===== src/rtl/jtmx5k_arb_pkg.sv =====
// Shared constants and FSM state type for the SDRAM read arbiter.
package jtmx5k_arb_pkg;

    localparam int unsigned SLOTS = 4;
    localparam int unsigned AW    = 22;
    localparam int unsigned DW    = 16;

    typedef enum logic [1:0] {
        StIdle,
        StWaitAck,
        StWaitDst,
        StWaitRdy
    } arb_state_e;

endpackage


===== src/rtl/jtmx5k_arb_slot.sv =====
// One-entry read cache for a single requester: valid bit, tag, data and hit compare.
module jtmx5k_arb_slot
    import jtmx5k_arb_pkg::*;
#(
    parameter int unsigned AW_W = AW,
    parameter int unsigned DW_W = DW
) (
    input  logic            clk,
    input  logic            rst,
    input  logic            clr,
    input  logic            cs,
    input  logic [AW_W-1:0] addr,
    input  logic            wr,
    input  logic [AW_W-1:0] wr_tag,
    input  logic [DW_W-1:0] wr_data,
    output logic            ok,
    output logic            pending,
    output logic [DW_W-1:0] dout
);

    logic            valid_q, valid_d;
    logic [AW_W-1:0] tag_q, tag_d;
    logic [DW_W-1:0] data_q, data_d;

    always_comb begin
        valid_d = valid_q;
        tag_d   = tag_q;
        data_d  = data_q;
        if (clr) begin
            valid_d = 1'b0;
        end else if (wr) begin
            valid_d = 1'b1;
            tag_d   = wr_tag;
            data_d  = wr_data;
        end
    end

    always_ff @(posedge clk) begin
        if (rst) begin
            valid_q <= 1'b0;
            tag_q   <= '0;
            data_q  <= '0;
        end else begin
            valid_q <= valid_d;
            tag_q   <= tag_d;
            data_q  <= data_d;
        end
    end

    assign ok      = cs & valid_q & (addr == tag_q);
    assign pending = cs & ~ok;
    assign dout    = data_q;

endmodule


===== src/rtl/jtmx5k_sdram_arb.sv =====
// Round-robin SDRAM read arbiter feeding four single-entry slot caches.
module jtmx5k_sdram_arb #(
    parameter int unsigned SLOTS = jtmx5k_arb_pkg::SLOTS,
    parameter int unsigned AW    = jtmx5k_arb_pkg::AW
) (
    input  logic                clk,
    input  logic                rst,
    input  logic                downloading,
    input  logic [SLOTS-1:0]    slot_cs,
    input  logic [SLOTS*AW-1:0] slot_addr,
    output logic [SLOTS-1:0]    slot_ok,
    output logic [SLOTS*16-1:0] slot_dout,
    output logic                sdram_req,
    input  logic                sdram_ack,
    output logic [AW-1:0]       sdram_addr,
    input  logic                data_dst,
    input  logic                data_rdy,
    input  logic [15:0]         data_read
);

    import jtmx5k_arb_pkg::*;

    localparam int unsigned GW = $clog2(SLOTS);

    arb_state_e      state_q, state_d;
    logic            req_q, req_d;
    logic [AW-1:0]   addr_q, addr_d;
    logic [GW-1:0]   grant_q, grant_d;
    logic [GW-1:0]   last_q, last_d;

    logic [SLOTS-1:0] pending;
    logic [SLOTS-1:0] slot_wr;
    logic             complete;
    logic             found;
    logic [GW-1:0]    pick;
    logic [GW-1:0]    cand;

    for (genvar i = 0; i < SLOTS; i++) begin : g_slot
        jtmx5k_arb_slot #(
            .AW_W (AW),
            .DW_W (16)
        ) u_slot (
            .clk     (clk),
            .rst     (rst),
            .clr     (downloading),
            .cs      (slot_cs[i]),
            .addr    (slot_addr[i*AW +: AW]),
            .wr      (slot_wr[i]),
            .wr_tag  (addr_q),
            .wr_data (data_read),
            .ok      (slot_ok[i]),
            .pending (pending[i]),
            .dout    (slot_dout[i*16 +: 16])
        );
    end

    // A burst whose dst and rdy coincide completes straight out of WAIT_DST.
    assign complete = ~downloading & data_rdy &
                      ((state_q == StWaitRdy) | ((state_q == StWaitDst) & data_dst));

    always_comb begin
        slot_wr = '0;
        slot_wr[grant_q] = complete;
    end

    // First pending slot after the last one served.
    always_comb begin
        found = 1'b0;
        pick  = last_q;
        cand  = last_q;
        for (int unsigned k = 1; k <= SLOTS; k++) begin
            cand = GW'((32'(last_q) + k) % SLOTS);
            if (!found && pending[cand]) begin
                found = 1'b1;
                pick  = cand;
            end
        end
    end

    always_comb begin
        state_d = state_q;
        req_d   = req_q;
        addr_d  = addr_q;
        grant_d = grant_q;
        last_d  = last_q;
        if (downloading) begin
            state_d = StIdle;
            req_d   = 1'b0;
        end else begin
            unique case (state_q)
                StIdle: begin
                    if (found) begin
                        grant_d = pick;
                        addr_d  = slot_addr[pick*AW +: AW];
                        req_d   = 1'b1;
                        state_d = StWaitAck;
                    end
                end
                StWaitAck: begin
                    if (sdram_ack) begin
                        req_d   = 1'b0;
                        state_d = StWaitDst;
                    end
                end
                StWaitDst: begin
                    if (data_dst) begin
                        state_d = StWaitRdy;
                    end
                end
                StWaitRdy: begin
                end
                default: state_d = StIdle;
            endcase
            if (complete) begin
                last_d  = grant_q;
                state_d = StIdle;
            end
        end
    end

    always_ff @(posedge clk) begin
        if (rst) begin
            state_q <= StIdle;
            req_q   <= 1'b0;
            addr_q  <= '0;
            grant_q <= '0;
            last_q  <= GW'(SLOTS - 1);
        end else begin
            state_q <= state_d;
            req_q   <= req_d;
            addr_q  <= addr_d;
            grant_q <= grant_d;
            last_q  <= last_d;
        end
    end

    assign sdram_req  = req_q;
    assign sdram_addr = addr_q;

endmodule

===== config.mk =====
export PLATFORM = sky130hd
export DESIGN_NAME = jtmx5k_sdram_arb
export DESIGN_NICKNAME = d
export VERILOG_FILES = /design/src/rtl/jtmx5k_arb_pkg.sv /design/src/rtl/jtmx5k_arb_slot.sv /design/src/rtl/jtmx5k_sdram_arb.sv
export SDC_FILE = /design/constraint.sdc
export NUM_CORES = 1
export LEC_CHECK = 0
export BUFFER_PORTS_ARGS = -buffer_cell sky130_fd_sc_hd__buf_2
export CAP_MARGIN = 10
export CORE_MARGIN = 2
export CORE_UTILIZATION = 32
export DETAILED_ROUTE_END_ITERATION = 16
export PLACE_DENSITY = 0.55
export SLEW_MARGIN = 20
export SYNTH_ARGS = -nofsm -noshare
export SYNTH_HDL_FRONTEND = slang
export SYNTH_HIERARCHICAL = 1
export SYNTH_SLANG_ARGS = --single-unit

===== constraint.sdc =====
create_clock -name clk -period 3.16 [get_ports clk]
set_input_delay 0.158 -clock clk [delete_from_list [all_inputs] [get_ports clk]]
set_output_delay 0.158 -clock clk [all_outputs]
set_load 0.02 [all_outputs]

==> Word-level counts from Yosys, hierarchy flattened <==
Index checks and enable logic that the tools add are counted.
{ "word_totals": {"register_bits": 185, "in_bits": 114, "out_inout_bits": 91, "wordCells": 106} }
{ "op_classes": {"add_sub_neg": 4, "n_mul": 1, "magnitude_cmp": 6, "n_eq_ne": 10, "shift": 1, "muxes": 25, "bitwise": 22, "reduce_logical": 20} }
{ "op_table": {"columns": ["op", "count"], "rows": [
  ["== test 22 bit", 4],
  ["variable part select 88 x 8 -> 22 bit", 1],
  ["bitwise AND 1 bit", 15],
  ["less-than comparator 2 x 3 -> 1 bit, second input constant", 5],
  ["2-to-1 mux 2 bit", 7],
  ["2-to-1 mux 1 bit", 11],
  ["AND reduction 2 bit", 5],
  ["binary-select mux 1 bit (select 2 bit)", 4],
  ["multiplier 2 x 4 -> 6 bit, second input constant", 1],
  ["inequality test 2 bit, second input constant", 3],
  ["one-hot mux 2 bit (3 select lines)", 1],
  ["AND reduction 3 bit", 2],
  ["inverter 1 bit", 5],
  ["adder 2 x 1 -> 2 bit, second input constant", 2],
  ["adder 2 bit, second input constant", 2],
  ["bitwise AND 4 bit", 1],
  ["== test 2 bit, second input constant", 2],
  ["logical AND 1 bit", 4],
  ["AND reduction 4 bit", 1],
  ["zero test 1 bit", 3],
  ["nonzero test 3 bit", 1],
  ["OR reduction 3 bit", 1],
  ["demux 1 bit (select 2 bit)", 1],
  ["== test 2 x 1 -> 1 bit, second input constant", 1],
  ["6 further kinds", 6]
]} }

==> Depth between registers and ports, before layout <==
Gate-level depths: netlist of run 1.
{ "logic_depth": {"depth_word": 18, "depth_mapped": 12, "mapped_depth_nobuf": 10} }

==> Modules after synthesis <==
Netlist of run 1, hierarchy kept.
{ "modules_own_cells": {"columns": ["module", "n_inst", "cells_per_inst", "area_per_inst_um2", "seq_area_each_um2"], "rows": [
  ["jtmx5k_arb_slot", 4, 201, 1590.3, 780.7],
  ["jtmx5k_sdram_arb", 1, 240, 1983.2, 580.6]
]} }

==> Least setup slack after synthesis of run 1 <==
OpenSTA, ideal clock, no wires.
{ "synth_path": {"path_type": "register -> register", "startpoint": "register g_slot[3].u_slot.tag_q[3]", "endpoint": "register addr_q[15] (netlist: sdram_addr[15])", "setup_time_ns": 0.130, "t_arrival_ns": 2.561, "t_required_ns": 3.030, "setup_slack_ns": 0.468, "path_stages_with_launch": 11, "path_buffers": 1, "period_less_slack_ns": 2.692, "cell_sequence": "dfxtp_1 -> xnor2_1 -> nand3_1 -> or4_4 -> o31a_1 -> nor2b_1 -> o21a_1 -> nor3_4 -> buf_6 -> mux2i_1 -> o211ai_2"} }
{ "synth_via": {"elab_chain_len": 18, "elab_cells_between_ends": 29, "cone_classes": "mul (1); eq/ne (1); shift (1); mux (16); bitwise (3); reduce/logical (7)"} }
{ "synth_lines": {"columns": ["item", "line", "text"], "rows": [
  ["start: declaration", "jtmx5k_arb_slot.sv:22", "logic [AW_W-1:0] tag_q, tag_d;"],
  ["start signal: assignment", "jtmx5k_arb_slot.sv:45", "tag_q <= tag_d;"],
  ["== test 22 bit (*)", "jtmx5k_arb_slot.sv:50", "assign ok = cs & valid_q & (addr == tag_q);"],
  ["bitwise AND 1 bit (*)", "jtmx5k_arb_slot.sv:50", null],
  ["inverter 1 bit (*)", "jtmx5k_arb_slot.sv:51", "assign pending = cs & ~ok;"],
  ["bitwise AND 1 bit (*)", "jtmx5k_arb_slot.sv:51", null],
  ["named net pending[3]", "jtmx5k_sdram_arb.sv:31", "logic [SLOTS-1:0] pending;"],
  ["binary-select mux 1 bit (select 2 bit)", "jtmx5k_sdram_arb.sv:73", "if (!found && pending[cand]) begin"],
  ["2-to-1 mux 1 bit (implied by the code)", "jtmx5k_sdram_arb.sv:73", null],
  ["2-to-1 mux 1 bit", "jtmx5k_sdram_arb.sv:73", null],
  ["(+3 left out)", null, null],
  ["zero test 1 bit", "jtmx5k_sdram_arb.sv:73", null],
  ["logical AND 1 bit", "jtmx5k_sdram_arb.sv:73", null],
  ["2-to-1 mux 1 bit", "jtmx5k_sdram_arb.sv:73", null],
  ["zero test 1 bit", "jtmx5k_sdram_arb.sv:73", null],
  ["logical AND 1 bit", "jtmx5k_sdram_arb.sv:73", null],
  ["2-to-1 mux 2 bit", "jtmx5k_sdram_arb.sv:73", null],
  ["multiplier 2 x 4 -> 6 bit", "jtmx5k_sdram_arb.sv:94", "addr_d = slot_addr[pick*AW +: AW];"],
  ["variable part select 88 x 8 -> 22 bit", "jtmx5k_sdram_arb.sv:94", null],
  ["end signal: assignment", "jtmx5k_sdram_arb.sv:131", "addr_q <= addr_d;"],
  ["end: declaration", "jtmx5k_sdram_arb.sv:27", "logic [AW-1:0] addr_q, addr_d;"]
]} }
The timed path passes the listed nets; every way through them passes the cells marked *. The select of a mux whose other input is x is not followed.
A chain may end at the register's enable or synchronous reset.

==> Worst setup path after layout of run 1 <==
{ "layout_path": {"startpoint": "register g_slot[3].u_slot.tag_q[4]", "endpoint": "register addr_q[4] (netlist: sdram_addr[4])"} }
Same word-level chain as after synthesis.

==> results of run 1 <==
==> cells in the final DEF (no fill, tap or decap), types with 2 or more instances in the layout <==
master	Yosys	routed
or4_4	4	4
buf_4	0	19
o211ai_1	20	20
nor2_1	14	14
nor3_1	11	10
xnor2_1	32	32
buf_12	0	6
o211ai_2	2	2
nor2b_4	0	3
ha_1	4	4
nand2_1	338	338
a211oi_1	2	2
nand2b_1	6	6
inv_8	0	6
nor2b_1	8	4
o21ai_0	5	4
nor4_1	14	14
nand4_1	28	28
clkbuf_16	0	17
xor2_1	52	52
buf_2	13	203
o221ai_1	2	2
xor2_2	4	4
a21oi_1	157	156
bufinv_16	0	2
mux2i_1	25	25
nand3_1	4	4
dfxtp_1	185	185
dlygate4sd3_1	0	14
clkinvlp_4	0	5
o31ai_1	20	20
inv_1	5	5
o31a_1	4	4
a21o_1	22	22
==> routing by layer <==
metal / up-vias / track usage / wire length, um
li1: 3911 / - / -
met1: 3724 / 0.310 / 13900
met2: 294 / 0.315 / 12900
met3: 54 / 0.0432 / 2030
met4: 2 / 0.0893 / 1030
met5: - / 0 / 7
==> report_power, final <==
part | switching [mW] | internal (mW) | total, mW
sequential | 0.0779 | 2.36 | 2.44
clock | 1.02 | 1.20 | 2.22
combinational | 0.321 | 0.205 | 0.526
total | 1.42 | 3.77 | 5.19
==> registers in the layout, indices dropped and copies added (netlist names) <==
register / count
sdram_addr: 22
g_slot.u_slot/valid_q: 4
state_q: 2
sdram_req: 1
g_slot.u_slot/tag_q: 88
g_slot.u_slot/dout: 64
grant_q: 2
last_q: 2
==> cell families (layout without fill, tap and decap cells) <==
logic type,after synthesis,in the layout,synth area share
and+or+nand+nor,431,431,0.219
other,0,1,0
adders and majority gates,4,4,0.00600
AOI/OAI and AO/OA,237,237,0.168
muxes,25,25,0.0300
xor gates and xnor gates,88,88,0.0960
buffers and inverters,74,279,0.0370
DFF,185,185,0.444
==> worst max-delay path: stages (launching register included) <==
cell and delay (ns):
dfxtp_1 0.32, xor2_1 0.17, nor4_1 0.35, nand4_1 0.21, o31a_1 0.42, nor2b_1 0.18
o21a_1 0.23, nor3_4 0.27, buf_12 0.20, mux2i_1 0.29, o221ai_1 0.16
==> final timing paths <==
path / start / to / slack [ns] / cells after the start
min: data_read[1] / g_slot[1].u_slot/dout[1] / 0.02 / 3
max reg2reg: g_slot[3].u_slot/tag_q[4] / sdram_addr[4] / 0.21 / 10
max: g_slot[3].u_slot/tag_q[4] / sdram_addr[4] / 0.21 / 10
min reg2reg: g_slot[1].u_slot/dout[1] / g_slot[1].u_slot/dout[1] / 0.45 / 2
==> timing repair <==
item | 4_1_cts | 5_1_grt
buffers inserted | 0 | 0
gates resized for setup | 0 | 1
endpoints found under the hold margin | 35 | 0
setup endpoints to repair | 0 | 20
hold buffers | 14 | 0
==> cell type report <==
cell class | instances | area, um2
timing repair buffer | 242 | 1420
clock inverter | 15 | 183
antenna | 1 | 2.50
tap | 335 | 419
clock buffer | 17 | 425
multi-input combinational | 785 | 4380
sequential | 185 | 3700
fill | 2725 | 15300
inverter | 5 | 18.8
==> synth_stat cells, types with 18 or more instances <==
master	instances	area share
nand2_1	338	0.15
xnor2_1	32	0.034
nand4_1	28	0.021
o211ai_1	20	0.018
a21o_1	22	0.020
dfxtp_1	185	0.44
mux2i_1	25	0.030
a21oi_1	157	0.094
buf_1	18	0.0081
o31ai_1	20	0.018
xor2_1	52	0.055
clkbuf_1	36	0.016
==> per-stage QoR <==
step	cells	power (mW)	hold WS [ns]
2_1_floorplan	1044	2.71	0.227
3_3_place_gp	1538	3.00	0.436
3_5_place_dp	1538	3.00	0.438
4_1_cts	1584	5.23	0.00124
5_1_grt	1585	5.38	0.0206
6_report	1585	5.19	0.0231
==> results.yml, run 1 <==
run_status:
  outcome: "complete, no violations"
timing:
  timing.final.ws_setup_ns: 0.209
  maxSlewHeadroom: 0.379
  setup_viol: 0
  worst_pin_slew_ns: 0.908
  rsz0062_at_grt: "no"
  finClkSkew_ns: 0.0113
  fmax_mhz: 339
  final.setup.tns_ns: 0
  min_period_ns: 2.95
  drv_slew: 0
  hold_viol: 0
  fin_crit_sh: 0.934
detailed_routing:
  detail-route-antenna-nets: 0
  first_iter_violations: 642
  firstDrtPassIters: 7
  vias_per_cell: 5.04
  vias: 7985
  wl_per_cell_um: 18.9
  routed_wl_mm: 29.9
  drc_errors: 0
die:
  rows: 59
  core_area_um2: 25800
  start_util: 0.323
  dieArea_um2: 27400
  ioPinCount: 205
  fp.dieH_um: 165
  die_x_um: 165
placement:
  dpl_cell_area_um2: 9790
  place_ws_ns: 0.194
  gp_congestion: 0.942
  numPortBuffers: 204
  dp_hpwl_mm: 22.3
power_and_ir_drop:
  peakVddDrop_v: 0.000256
  p_leak_nw: 4.19
  powerDensity_nw_per_um2: 492
logic_synthesis:
  synth_ff_type: "dfxtp_1"
  synth_cell_types: 36
  syn-num-nets: 1162
  async_flop_share: 0
  ys_warn_count: 6
  mappedNetlistArea_um2: 8340
  synthCells: 1044
  syn_area_per_cell_um2: 7.99
  yosysSeqAreaShare: 0.444
  synth-edff-count: 0
  postSynthRegisterBits: 185
clock_network:
  cts_root_buf: "clkbuf_16"
  numCtsBuffers: 17
  h-tree-depth: 4
  clkTransAtPathRegs_ns: 0.08
  clkLatencyLatePin_ns: 0.43
  cts_tree: "done"
  clockBufferDepth: 2
  clock_sinks: 185
global_routing:
  grt-ovfl-total: 0
  grt_pass1_wl_mm: 44.5
  track_usage: 0.216
  grt_max_degree: 80
  grt_antenna_before_repair: 2
  grt_pass1_vias: 7468
min_path:
  hold_class: "input pin to flop"
setup_path:
  required_ns: 3.45
  crit_arrival_ns: 3.25
  worstSetupStartpointType: "flop"
  worstSetupPathType: "flop to flop"
  end_kind: "flop"
  cp_max_fo: 13
final_layout:
  post-route-util: 0.408
  nets: 1354
  synthToLayoutAreaGrowth_pct: 26.4
  layout-drive-gt1-share: 0.223
  fin_area_um2: 10500
run:
  maxCapViolCount: 0
Power figures use the tool's default switching activity.
==> inputs of run 2 (changes only) <==
Settings changed: MAX_ROUTING_LAYER from default to met4, REMOVE_ABC_BUFFERS from default to 1.
==> results.yml, run 2 (synthesis results as in run 1) <==
run_status:
  outcome: "complete, no violations"
final_layout:
  synthToLayoutAreaGrowth_pct: 28.5
  layout_common_cells: "nand2_1, buf_2, dfxtp_1"
  nets: 1373
  mostFrequentLayoutCell: "nand2_1"
  layout-drive-gt1-share: 0.236
  largest_reg_flops: 88
  regMostFlops: "g_slot.u_slot/tag_q"
min_path:
  min_from: "slot_addr[63]"
  hold_depth: 3
  hold_class: "input pin to flop"
setup_path:
  crit_start: "g_slot[3].u_slot/tag_q[16]"
  r2r_start: "g_slot[3].u_slot/tag_q[16]"
  required_ns: 3.48
  cp_max_fo: 8
  r2r_cells: 10
  crit_arrival_ns: 3.30
  worstSetupPathType: "flop to flop"
  worstSetupStartpointType: "flop"
  end_kind: "flop"
detailed_routing:
  firstDrtPassIters: 5
  first_iter_violations: 556
  drc_errors: 0
  vias_per_cell: 5.00
  routed_wl_mm: 29.8
  vias: 8038
  detail-route-antenna-nets: 0
  wl_per_cell_um: 18.5
timing:
  holdWs_ns: 0.0558
  min_period_ns: 2.98
  drv_slew: 0
  fmax_mhz: 336
  setup_viol: 0
  rsz0062_at_grt: "no"
  hold_viol: 0
  maxSlewHeadroom: 0.321
  finClkSkew_ns: 0.0115
  worst_pin_slew_ns: 0.993
  fin_crit_sh: 0.942
die:
  fp.dieH_um: 165
  start_util: 0.323
  dieArea_um2: 27400
  die_x_um: 165
  core_area_um2: 25800
  ioPinCount: 205
  rows: 59
clock_network:
  numCtsBuffers: 17
  cts-resized-gates: 0
  h-tree-depth: 4
  clock_sinks: 185
  postCtsSetupBuffers: 0
  clockBufferDepth: 2
  cts_root_buf: "clkbuf_16"
  cts_tree: "done"
  clkTransAtPathRegs_ns: 0.07
  clkLatencyLatePin_ns: 0.43
power_and_ir_drop:
  powerDensity_nw_per_um2: 485
  p_leak_nw: 4.29
  finalPower_mw: 5.20
  peakVddDrop_v: 0.000298
placement:
  dp_hpwl_mm: 21.1
  numPortBuffers: 204
  gp_congestion: 0.924
global_routing:
  grt-ovfl-total: 0
  grt_max_degree: 49
  grt_pass1_wl_mm: 45.0
  grt_pass1_vias: 7949
  grt_antenna_before_repair: 5
  track_usage: 0.225
run:
  maxCapViolCount: 0
[run 2: critical path, stage by stage (launching register included)]
cell	delay [ns]
dfxtp_1	0.32
xnor2_1	0.17
nand4_1	0.22
or4_4	0.47
o31a_1	0.36
nor2b_1	0.18
o21a_1	0.24
nor3_4	0.25
buf_4	0.25
mux2i_1	0.29
o211ai_2	0.10
[run 2: what timing repair did]
item                       in CTS  in global routing
setup endpoints to repair       0                  0
hold buffers                   16                  0
hold endpoints to repair       64                  0
[run 2: stage by stage]
stage	std cells	setup TNS (ns)	setup WS, ns	utilization	area (um2)
final	1608	0	0.183	0.415	10700
after global routing	1608	0	0.0377	0.415	10700
after CTS	1603	0	0.190	0.415	10700
after detailed placement	1555	0	0.197	0.385	9940
after global placement	1555	0	0.238	0.385	9940
after floorplan	975	-7.62	-0.388	-	8050
[run 2: path summary, 6_finish.rpt]
kind / to / slack, ns
worst min-delay path: sdram_addr[19] / 0.06
worst max-delay path: sdram_addr[5] / 0.18
worst min register to register: g_slot[3].u_slot/dout[8] / 0.45
worst max register to register: sdram_addr[5] / 0.18
[run 2: metal layers]
metal / wire (um) / share of wire / global-route usage
met4: 894 / 0.030 / 0.0870
met2: 13800 / 0.46 / 0.361
met5: 0 / 0 / -
met3: 1970 / 0.066 / 0.0497
met1: 13100 / 0.44 / 0.276
[run 2: layout make-up]
class,count,area (um2)
sequential,185,3700
timing repair buffer,261,1580
fill,2662,15100
tap,335,419
antenna,5,12.5
clock inverter,15,186
clock buffer,17,425
multi-input combinational,785,4380
inverter,5,18.8
[run 2: power by group]
part | switching (mW) | internal, mW
combinational | 0.313 | 0.217
sequential | 0.0555 | 2.36
clock | 1.05 | 1.20
total | 1.42 | 3.78
==> inputs of run 3 (changes only) <==
Clock period 3.16 ns to 3.15 ns, I/O delays scaled along.
==> results.yml, run 3 (synthesis results as in run 1) <==
timing:
  min_period_ns: 2.96
  setup_viol: 0
  fin_crit_sh: 0.941
  maxSlewHeadroom: 0.351
  hold_viol: 0
  worst_pin_slew_ns: 0.949
  fmax_mhz: 337
  timing.final.ws_setup_ns: 0.186
  finClkSkew_ns: 0.0124
  final.setup.tns_ns: 0
  rsz0062_at_grt: "no"
  drv_slew: 0
clock_network:
  cts_root_buf: "clkbuf_16"
  numCtsBuffers: 17
  clock_sinks: 185
  cts_tree: "done"
  clockBufferDepth: 2
  clkLatencyLatePin_ns: 0.43
  clkTransAtPathRegs_ns: 0.08
  h-tree-depth: 4
  postCtsSetupBuffers: 0
die:
  fp.dieH_um: 165
  rows: 59
  ioPinCount: 205
  start_util: 0.323
  dieArea_um2: 27400
  core_area_um2: 25800
  die_x_um: 165
detailed_routing:
  wl_per_cell_um: 18.2
  routed_wl_mm: 29.2
  vias_per_cell: 4.96
  first_iter_violations: 620
  drc_errors: 0
  detail-route-antenna-nets: 0
  firstDrtPassIters: 5
  vias: 7977
final_layout:
  fin_area_um2: 10700
  multi_input_area_um2: 4380
  fillers: 2676
  stdcell_count: 1608
  layout-drive-gt1-share: 0.235
  nets: 1372
  synthToLayoutAreaGrowth_pct: 28.0
  ff_latch_area_um2: 3700
  mostFrequentLayoutCell: "nand2_1"
  regMostFlops: "g_slot.u_slot/tag_q"
  layout_common_cells: "nand2_1, buf_2, dfxtp_1"
  largest_reg_flops: 88
setup_path:
  worstSetupPathType: "flop to flop"
  end_kind: "flop"
  crit_arrival_ns: 3.27
  required_ns: 3.46
  worstSetupStartpointType: "flop"
  cp_max_fo: 8
global_routing:
  grt_pass1_vias: 7684
  track_usage: 0.219
  grt_pass1_wl_mm: 43.8
  grt_util_met2: 0.347
  grt-ovfl-total: 0
  grt_use_met3: 0.0617
  grtUsageMet1: 0.269
  grt_antenna_before_repair: 6
  grt_max_degree: 109
  grt_busiest_layer: "met2"
power_and_ir_drop:
  p_leak_nw: 4.28
  power_frac_comb: 0.103
  power_frac_seq: 0.475
  peakVddDrop_v: 0.000299
  swShare: 0.274
  p_int_mw: 3.71
  powerDensity_nw_per_um2: 478
  power.clock.fraction: 0.422
  p_sw_mw: 1.40
placement:
  gp_congestion: 0.919
  place_ws_ns: 0.207
  numPortBuffers: 204
  dp.cells: 1554
  dp_hpwl_mm: 20.8
  dpl_cell_area_um2: 9920
run:
  maxCapViolCount: 0
run_status:
  outcome: "complete, no violations"
min_path:
  hold_class: "input pin to flop"
run 3: changes by cell type in the layout (fill, tap and decap cells not counted), sizes merged:
cell	before	now
diode	5	6
clkinvlp	3	2
bufinv	2	1
inv	11	12
buf	245	244
clkinv	4	5
run 3: area by class of cell:
cell class	instances	area share
Clock inverter	15	0.0148
Antenna cell	6	0.00141
Tap cell	335	0.0393
Inverter	5	0.00176
Timing Repair Buffer	260	0.146
Multi-Input combinational cell	785	0.410
Clock buffer	17	0.0398
Sequential cell	185	0.347
run 3: path summary, 6_finish.rpt:
kind | slack, ns | cells past startpoint | from | endpoint
worst min register to register | 0.45 | 2 | g_slot[0].u_slot/dout[0] | g_slot[0].u_slot/dout[0]
worst min-delay path | 0.06 | 3 | slot_addr[49] | sdram_addr[5]
worst max register to register | 0.19 | 10 | g_slot[3].u_slot/tag_q[4] | sdram_addr[4]
worst max-delay path | 0.19 | 10 | g_slot[3].u_slot/tag_q[4] | sdram_addr[4]
run 3: stage by stage:
step                power [mW]  hold WS (ns)   util
finish                    5.11        0.0634  0.413
global route              5.30        0.0566  0.413
CTS                       5.16        0.0502  0.413
detailed placement        2.99         0.439  0.384
global placement          2.99         0.434  0.384
floorplan                 2.69         0.227      -
run 3: worst max-delay path, cell delays in order, from the launching register on:
cell and delay (ns):
dfxtp_1 0.32, xor2_1 0.16, nor4_1 0.37, nand4_1 0.28, o31a_1 0.43, nor2b_1 0.17
o21a_1 0.24, nor3_4 0.22, buf_4 0.25, mux2i_1 0.24, o221ai_1 0.14
run 3: power groups by stage:
stage / registers (mW) / clock network (mW) / logic [mW]
floorplan: 2.50 / 0 / 0.191
global placement: 2.48 / 0 / 0.510
detailed placement: 2.48 / 0 / 0.511
CTS: 2.43 / 2.21 / 0.527
global route: 2.43 / 2.31 / 0.566
finish: 2.43 / 2.15 / 0.525
run 3: repair_timing:
action	in CTS	in global routing
hold buffers	16	0
resized for setup	0	0
hold endpoints to repair	62	0
run 3: routing by layer:
layer,vias to the layer above,wire [um]
li1,3958,-
met1,3699,12800
met2,275,13600
met3,45,2200
met4,0,710
met5,-,0
